**src/rtl/fibo_fsm_if.sv**
```systemverilog
// Control bundle between the Fibonacci sequencer and its register-file/ALU datapath.
// The master side drives the register-file/ALU controls and Done.
// The slave side drives Start and the combinational zero_flag.
interface fibo_fsm_if #(
  parameter int size = 3
);
  // Start/Done is a level handshake. Start is sampled in IDLE and DONE only.
  // Done stays high in DONE until Start is seen low, so a held Start never retriggers.
  logic            Start;
  logic            zero_flag;
  logic [size-2:0] wrt_addr;
  logic            wrt_en;
  logic            load_data;
  logic [size-2:0] rd_addr1;
  logic [size-2:0] rd_addr2;
  logic [size-1:0] alu_opcode;
  logic            Done;
  logic [3:0]      state_dbg;

  modport master (
    input  Start, zero_flag,
    output wrt_addr, wrt_en, load_data, rd_addr1, rd_addr2, alu_opcode, Done, state_dbg
  );

  modport slave (
    output Start, zero_flag,
    input  wrt_addr, wrt_en, load_data, rd_addr1, rd_addr2, alu_opcode, Done, state_dbg
  );
endinterface

```
**src/rtl/fibo_fsm.sv**
```systemverilog
// Moore controller that sequences an external register file and ALU to compute F(N).
// R0 holds the countdown, R1/R2 hold the running pair, and R3 is scratch for the sum.
module fibo_fsm #(
  parameter int size = 3
) (
  input  logic        Clk,
  input  logic        Rst,
  fibo_fsm_if.master  bus
);

  typedef logic [size-2:0] addr_t;
  typedef logic [size-1:0] op_t;

  localparam op_t OP_PASS = op_t'(0);
  localparam op_t OP_ADD  = op_t'(1);
  localparam op_t OP_DEC  = op_t'(3);
  localparam op_t OP_INC  = op_t'(4);
  localparam op_t OP_CLR  = op_t'(5);

  typedef enum logic [3:0] {
    IDLE   = 4'd0,
    LOAD_N = 4'd1,
    INIT_A = 4'd2,
    INIT_B = 4'd3,
    CHECK  = 4'd4,
    ADD    = 4'd5,
    MOV1   = 4'd6,
    MOV2   = 4'd7,
    DEC    = 4'd8,
    DONE   = 4'd9
  } state_t;

  typedef struct packed {
    addr_t wa;
    logic  we;
    logic  ld;
    addr_t r1;
    addr_t r2;
    op_t   op;
    logic  done;
  } ctl_t;

  state_t state;
  ctl_t   ctl;

  function automatic state_t next_of(state_t s, logic start, logic zf);
    state_t n;
    n = IDLE;
    case (s)
      IDLE:    n = start ? LOAD_N : IDLE;
      LOAD_N:  n = INIT_A;
      INIT_A:  n = INIT_B;
      INIT_B:  n = CHECK;
      CHECK:   n = zf ? DONE : ADD;
      ADD:     n = MOV1;
      MOV1:    n = MOV2;
      MOV2:    n = DEC;
      DEC:     n = CHECK;
      DONE:    n = start ? DONE : IDLE;
      default: n = IDLE;
    endcase
    return n;
  endfunction

  // Output word for a given state; anything not listed stays zero.
  function automatic ctl_t decode(state_t s);
    ctl_t c;
    c = '0;
    case (s)
      LOAD_N: begin c.ld = 1'b1; c.we = 1'b1; c.wa = addr_t'(0); end
      INIT_A: begin c.op = OP_CLR; c.we = 1'b1; c.wa = addr_t'(1); end
      INIT_B: begin c.op = OP_INC; c.r1 = addr_t'(1); c.we = 1'b1; c.wa = addr_t'(2); end
      CHECK:  begin c.op = OP_PASS; c.r1 = addr_t'(0); end
      ADD:    begin
        c.op = OP_ADD; c.r1 = addr_t'(1); c.r2 = addr_t'(2);
        c.we = 1'b1;   c.wa = addr_t'(3);
      end
      MOV1:   begin c.op = OP_PASS; c.r1 = addr_t'(2); c.we = 1'b1; c.wa = addr_t'(1); end
      MOV2:   begin c.op = OP_PASS; c.r1 = addr_t'(3); c.we = 1'b1; c.wa = addr_t'(2); end
      DEC:    begin c.op = OP_DEC; c.r1 = addr_t'(0); c.we = 1'b1; c.wa = addr_t'(0); end
      DONE:   c.done = 1'b1;
      default: c = '0;
    endcase
    return c;
  endfunction

  // Outputs are registered from the next state, so they always equal decode(state).
  always_ff @(posedge Clk or negedge Rst) begin
    if (!Rst) begin
      state <= IDLE;
      ctl   <= '0;
    end else begin
      state <= next_of(state, bus.Start, bus.zero_flag);
      ctl   <= decode(next_of(state, bus.Start, bus.zero_flag));
    end
  end

  assign bus.wrt_addr   = ctl.wa;
  assign bus.wrt_en     = ctl.we;
  assign bus.load_data  = ctl.ld;
  assign bus.rd_addr1   = ctl.r1;
  assign bus.rd_addr2   = ctl.r2;
  assign bus.alu_opcode = ctl.op;
  assign bus.Done       = ctl.done;
  assign bus.state_dbg  = state;

endmodule

```
**src/flat_wrapper.sv**
```systemverilog
// flat-port wrapper written by rule: the top's interface ports become plain ports
module fibo_fsm_flat 
#(
  parameter int size = 3
)
  (Clk, Rst, bus_Start, bus_zero_flag, bus_wrt_addr, bus_wrt_en, bus_load_data, bus_rd_addr1, bus_rd_addr2, bus_alu_opcode, bus_Done, bus_state_dbg);
  fibo_fsm_if #(.size(size)) bus_i ();
  input  logic Clk;
  input  logic Rst;
  input wire logic [$bits(bus_i.Start)-1:0] bus_Start;
  input wire logic [$bits(bus_i.zero_flag)-1:0] bus_zero_flag;
  output wire logic [$bits(bus_i.wrt_addr)-1:0] bus_wrt_addr;
  output wire logic [$bits(bus_i.wrt_en)-1:0] bus_wrt_en;
  output wire logic [$bits(bus_i.load_data)-1:0] bus_load_data;
  output wire logic [$bits(bus_i.rd_addr1)-1:0] bus_rd_addr1;
  output wire logic [$bits(bus_i.rd_addr2)-1:0] bus_rd_addr2;
  output wire logic [$bits(bus_i.alu_opcode)-1:0] bus_alu_opcode;
  output wire logic [$bits(bus_i.Done)-1:0] bus_Done;
  output wire logic [$bits(bus_i.state_dbg)-1:0] bus_state_dbg;
  assign bus_i.Start = bus_Start;
  assign bus_i.zero_flag = bus_zero_flag;
  assign bus_wrt_addr = bus_i.wrt_addr;
  assign bus_wrt_en = bus_i.wrt_en;
  assign bus_load_data = bus_i.load_data;
  assign bus_rd_addr1 = bus_i.rd_addr1;
  assign bus_rd_addr2 = bus_i.rd_addr2;
  assign bus_alu_opcode = bus_i.alu_opcode;
  assign bus_Done = bus_i.Done;
  assign bus_state_dbg = bus_i.state_dbg;
  fibo_fsm #(.size(size)) u_core (.Clk(Clk), .Rst(Rst), .bus(bus_i));
endmodule
```
**config.mk**
```make
export PLATFORM = sky130hd
export DESIGN_NAME = fibo_fsm_flat
export DESIGN_NICKNAME = d
export VERILOG_FILES = /design/src/rtl/fibo_fsm_if.sv /design/src/rtl/fibo_fsm.sv /design/src/flat_wrapper.sv
export SDC_FILE = /design/constraint.sdc
export NUM_CORES = 1
export LEC_CHECK = 0
export ABC_CLOCK_PERIOD_IN_PS = 3300
export BUFFER_PORTS_ARGS = -buffer_cell sky130_fd_sc_hd__buf_2
export CAP_MARGIN = 20
export CORE_AREA = 5 5 42 44
export CTS_CLUSTER_DIAMETER = 120
export CTS_CLUSTER_SIZE = 14
export DETAILED_ROUTE_END_ITERATION = 16
export DIE_AREA = 0 0 47 49
export PLACE_DENSITY = 0.74
export REMOVE_ABC_BUFFERS = 1
export SETUP_SLACK_MARGIN = 0.02
export SLEW_MARGIN = 25
export SYNTH_ARGS = -nofsm -noshare
export SYNTH_HDL_FRONTEND = slang
export SYNTH_SLANG_ARGS = --single-unit
```
**constraint.sdc**
```tcl
create_clock -name Clk -period 3.3 [get_ports Clk]
set_clock_uncertainty 0.1 [all_clocks]
set_input_delay 0.165 -clock Clk [delete_from_list [all_inputs] [get_ports Clk]]
set_output_delay 0.165 -clock Clk [all_outputs]
set_load 0.01 [all_outputs]
```
==> out/qor.txt <==
sequential area share after synthesis = 60.2%
Psw = 0.000298 W
Top Usage Layer GRT = met2
cell with the most instances after synthesis = dfrtp_1
Yosys Warn Count = 0
Reg-to-Reg Start = u_core.bus.state_dbg[3]$_DFF_PN0_
GRT Util Overall = 12.4%
switch share = 40.7%
met3 Resource Use GR = 3.69%
core footprint = 1400 sq um
synthesized area = 623 sq um
hold depth = 2
I/O Pins = 20
GR Util met2 = 16.7%
clock-pin transition on the worst setup and hold timing paths = 0.08 ns
Starting Density = 44.5%
TritonCTS Buffers = 3
Final Hold Vio Count = 0
RSZ-0062 raised after global routing = false
drt via density = 5.22
hold slack = 0.0535 ns
drt pass-1 iters = 3
Die Y = 49 microns
total clock sinks = 15
clock latency on the worst-skew pair = 0.29 ns
initial antenna violation count = 0
Post-Syn Area per Cell = 11.3 sq um
startpoint types = register
Critical Path Fanout Max = 13
flops & latches, synth = 15
P&R area growth vs syn = 18.9%
post-route setup TNS = 0 ns
CP peak stage delay = 0.53 ns
HP Start = bus_zero_flag
Hold EP = u_core.bus.wrt_en$_DFF_PN0_
internal reg-to-reg setup slack = 1.80 ns
Crit path max-delay family = simple AND/OR/NAND/NOR gates
Internal = 0.000434 W
H-tree depth = 1
Reg power frac = 47.0%
final slew viol count = 0
met1 GRT Util = 16.5%
Crit path depth = 3
CTS max path bufs = 2
worst vdd ir = 514 uV
total grt overflow = 0
global-route wire length before repair = 2040 microns
Tightest Hold Check Type = in -> reg
clock share of power = 14.1%
main area contributors after synthesis = dfrtp_1 (60%), nor2_1 (4.2%), nor3_1 (4.0%)
post-route clock period utilization = 45.3%
DRC viols = 0
maxcap violations = 0
port buffer count = 18
Diodes inserted = 0
asr flop ratio synth = 100%
CTS tree = yes
WP data arrival = 1.61 ns
Worst setup EP type = register
slowest cell on the critical path = dfrtp_1
biggest area consumer among synthesized cells = dfrtp_1
final setup fails = 0
Mapped Cells = 55
vias in the first global route = 431
CTS root buf = clkbuf_4
combinational share of power = 38.8%
row cnt = 14
# nets final = 78
Die W = 47 microns
largest net degree at the start of global routing = 16
Detailed Route Iter0 Violations = 5
non-filler cells, final = 89
Buf+Inv Stages, Crit Path = 0
routed wire length = 1180 microns
Critical R2R Capture = u_core.bus.Done$_DFF_PN0_
via count = 465
Static Leak = 0.365 nW
dpl cells = 84
Achievable Freq = 0.668 GHz
Main synth FF type = dfrtp_1
Crit Path Class = reg -> reg
area of the die = 2300 sq um
placer's final routability congestion estimate = 0.819
synth cell count leaders = dfrtp_1 (15), nor2_1 (7), nor3_1 (5), a21oi_1 (3), buf_2 (3)
run status = finished, final reports clean
R2R cell count = 3
WP data required = 3.42 ns
drt wl/cell = 13.3 microns
crit-path cells = nand2b_4, or3b_1, a21oi_2
synth unique cells = 24
pwr/cell area = 988 nW/um^2
layout cell share with drive strength beyond 1 = 32.9%
hpwl dp = 823 microns
post-synth top area share = 60.2%
Post-DRT Antenna Nets = 0
min cycle time layout = 1.50 ns
EDFF count, synth = 0
Fillers = 131
[power groups by stage]
stage | clock, W | sequential (W) | combinational (W)
6_report | 0.000103 | 0.000344 | 0.000284
3_3_place_gp | 0 | 0.000341 | 0.000283
5_1_grt | 0.000117 | 0.000357 | 0.000322
2_1_floorplan | 0 | 0.000368 | 0.000151
4_1_cts | 0.000106 | 0.000343 | 0.000289
3_5_place_dp | 0 | 0.000346 | 0.000287
[logic make-up (layout without fill, tap and decap cells)]
family          count (synthesis)  in the layout  share of synthesized area, %
compound gates                 10             10                          11.2
xor+xnor                        1              1                          1.41
buf+inv                         6             24                          5.42
flops                          15             15                          60.2
mux                             1              1                          1.61
other cells                     1              1                         0.602
simple gates                   21             21                          19.5
[layout make-up]
type | instances | area [sq um] | share of cell area [%]
Clock buffer | 3 | 22.5 | 3.04
Inverter | 1 | 3.75 | 0.507
Multi-Input combinational cell | 34 | 214 | 28.9
Clock inverter | 1 | 5.00 | 0.676
Timing Repair Buffer | 19 | 100 | 13.5
Sequential cell | 15 | 375 | 50.7
Tap cell | 16 | 20.0 | 2.70
[worst max-delay path by stage]
| stage | to | start | slack, ns |
|---|---|---|---|
| 6_report | u_core.bus.Done$_DFF_PN0_ | u_core.bus.state_dbg[3]$_DFF_PN0_ | 1.80 |
| 5_1_grt | u_core.bus.Done$_DFF_PN0_ | u_core.bus.state_dbg[3]$_DFF_PN0_ | 1.75 |
| 4_1_cts | u_core.bus.Done$_DFF_PN0_ | u_core.bus.state_dbg[3]$_DFF_PN0_ | 1.80 |
| 3_5_place_dp | u_core.bus.Done$_DFF_PN0_ | u_core.bus.state_dbg[3]$_DFF_PN0_ | 1.82 |
| 3_3_place_gp | u_core.bus.Done$_DFF_PN0_ | u_core.bus.state_dbg[3]$_DFF_PN0_ | 1.89 |
| 2_1_floorplan | u_core.bus.Done$_DFF_PN0_ | u_core.bus.state_dbg[3]$_DFF_PN0_ | 1.90 |
[per-stage QoR]
step	instance area (sq um)	worst slack [ns]	utilization [%]	power (W)
2_1_floorplan	593	1.90	-	0.000519
3_3_place_gp	703	1.89	50.2	0.000624
3_5_place_dp	703	1.82	50.2	0.000633
4_1_cts	741	1.80	52.9	0.000738
5_1_grt	741	1.75	52.9	0.000796
6_report	741	1.80	52.9	0.000732
[worst reg2reg max path, cell delays in order (launching register included)]
cell      delay (ns)
dfrtp_1         0.53
nand2b_4        0.23
or3b_1          0.42
a21oi_2         0.15
[routing by layer]
| metal | share of wire (%) | vias to the layer above |
|---|---|---|
| li1 | - | 230 |
| met1 | 44 | 213 |
| met2 | 43 | 17 |
| met3 | 9.6 | 5 |
| met4 | 3.4 | 0 |
| met5 | 0 | - |
[what timing repair did]
action | 4_1_cts | 5_1_grt
setup buffers | 0 | 0
hold endpoints to repair | 15 | 0
gates resized for setup | 0 | 0
hold buffers | 1 | 0
[placed cells by master, fill, tap and decap left out, drive strengths merged, types with 2 or more instances in the layout]
cell type,synthesis,layout
a21oi,4,4
a311oi,2,2
buf,5,18
clkbuf,0,3
dfrtp,15,15
nor2,7,7
nor3,5,5
or3,2,2
[state kept, by name (all words and copies together) (netlist names)]
signal,flops
u_core.bus.alu_opcode,3
u_core.bus.rd_addr2,1
u_core.bus.Done,1
u_core.bus.wrt_addr,2
u_core.bus.state_dbg,4
u_core.bus.load_data,1
u_core.bus.rd_addr1,2
u_core.bus.wrt_en,1
Note: power is estimated with default switching activity, not from simulation.
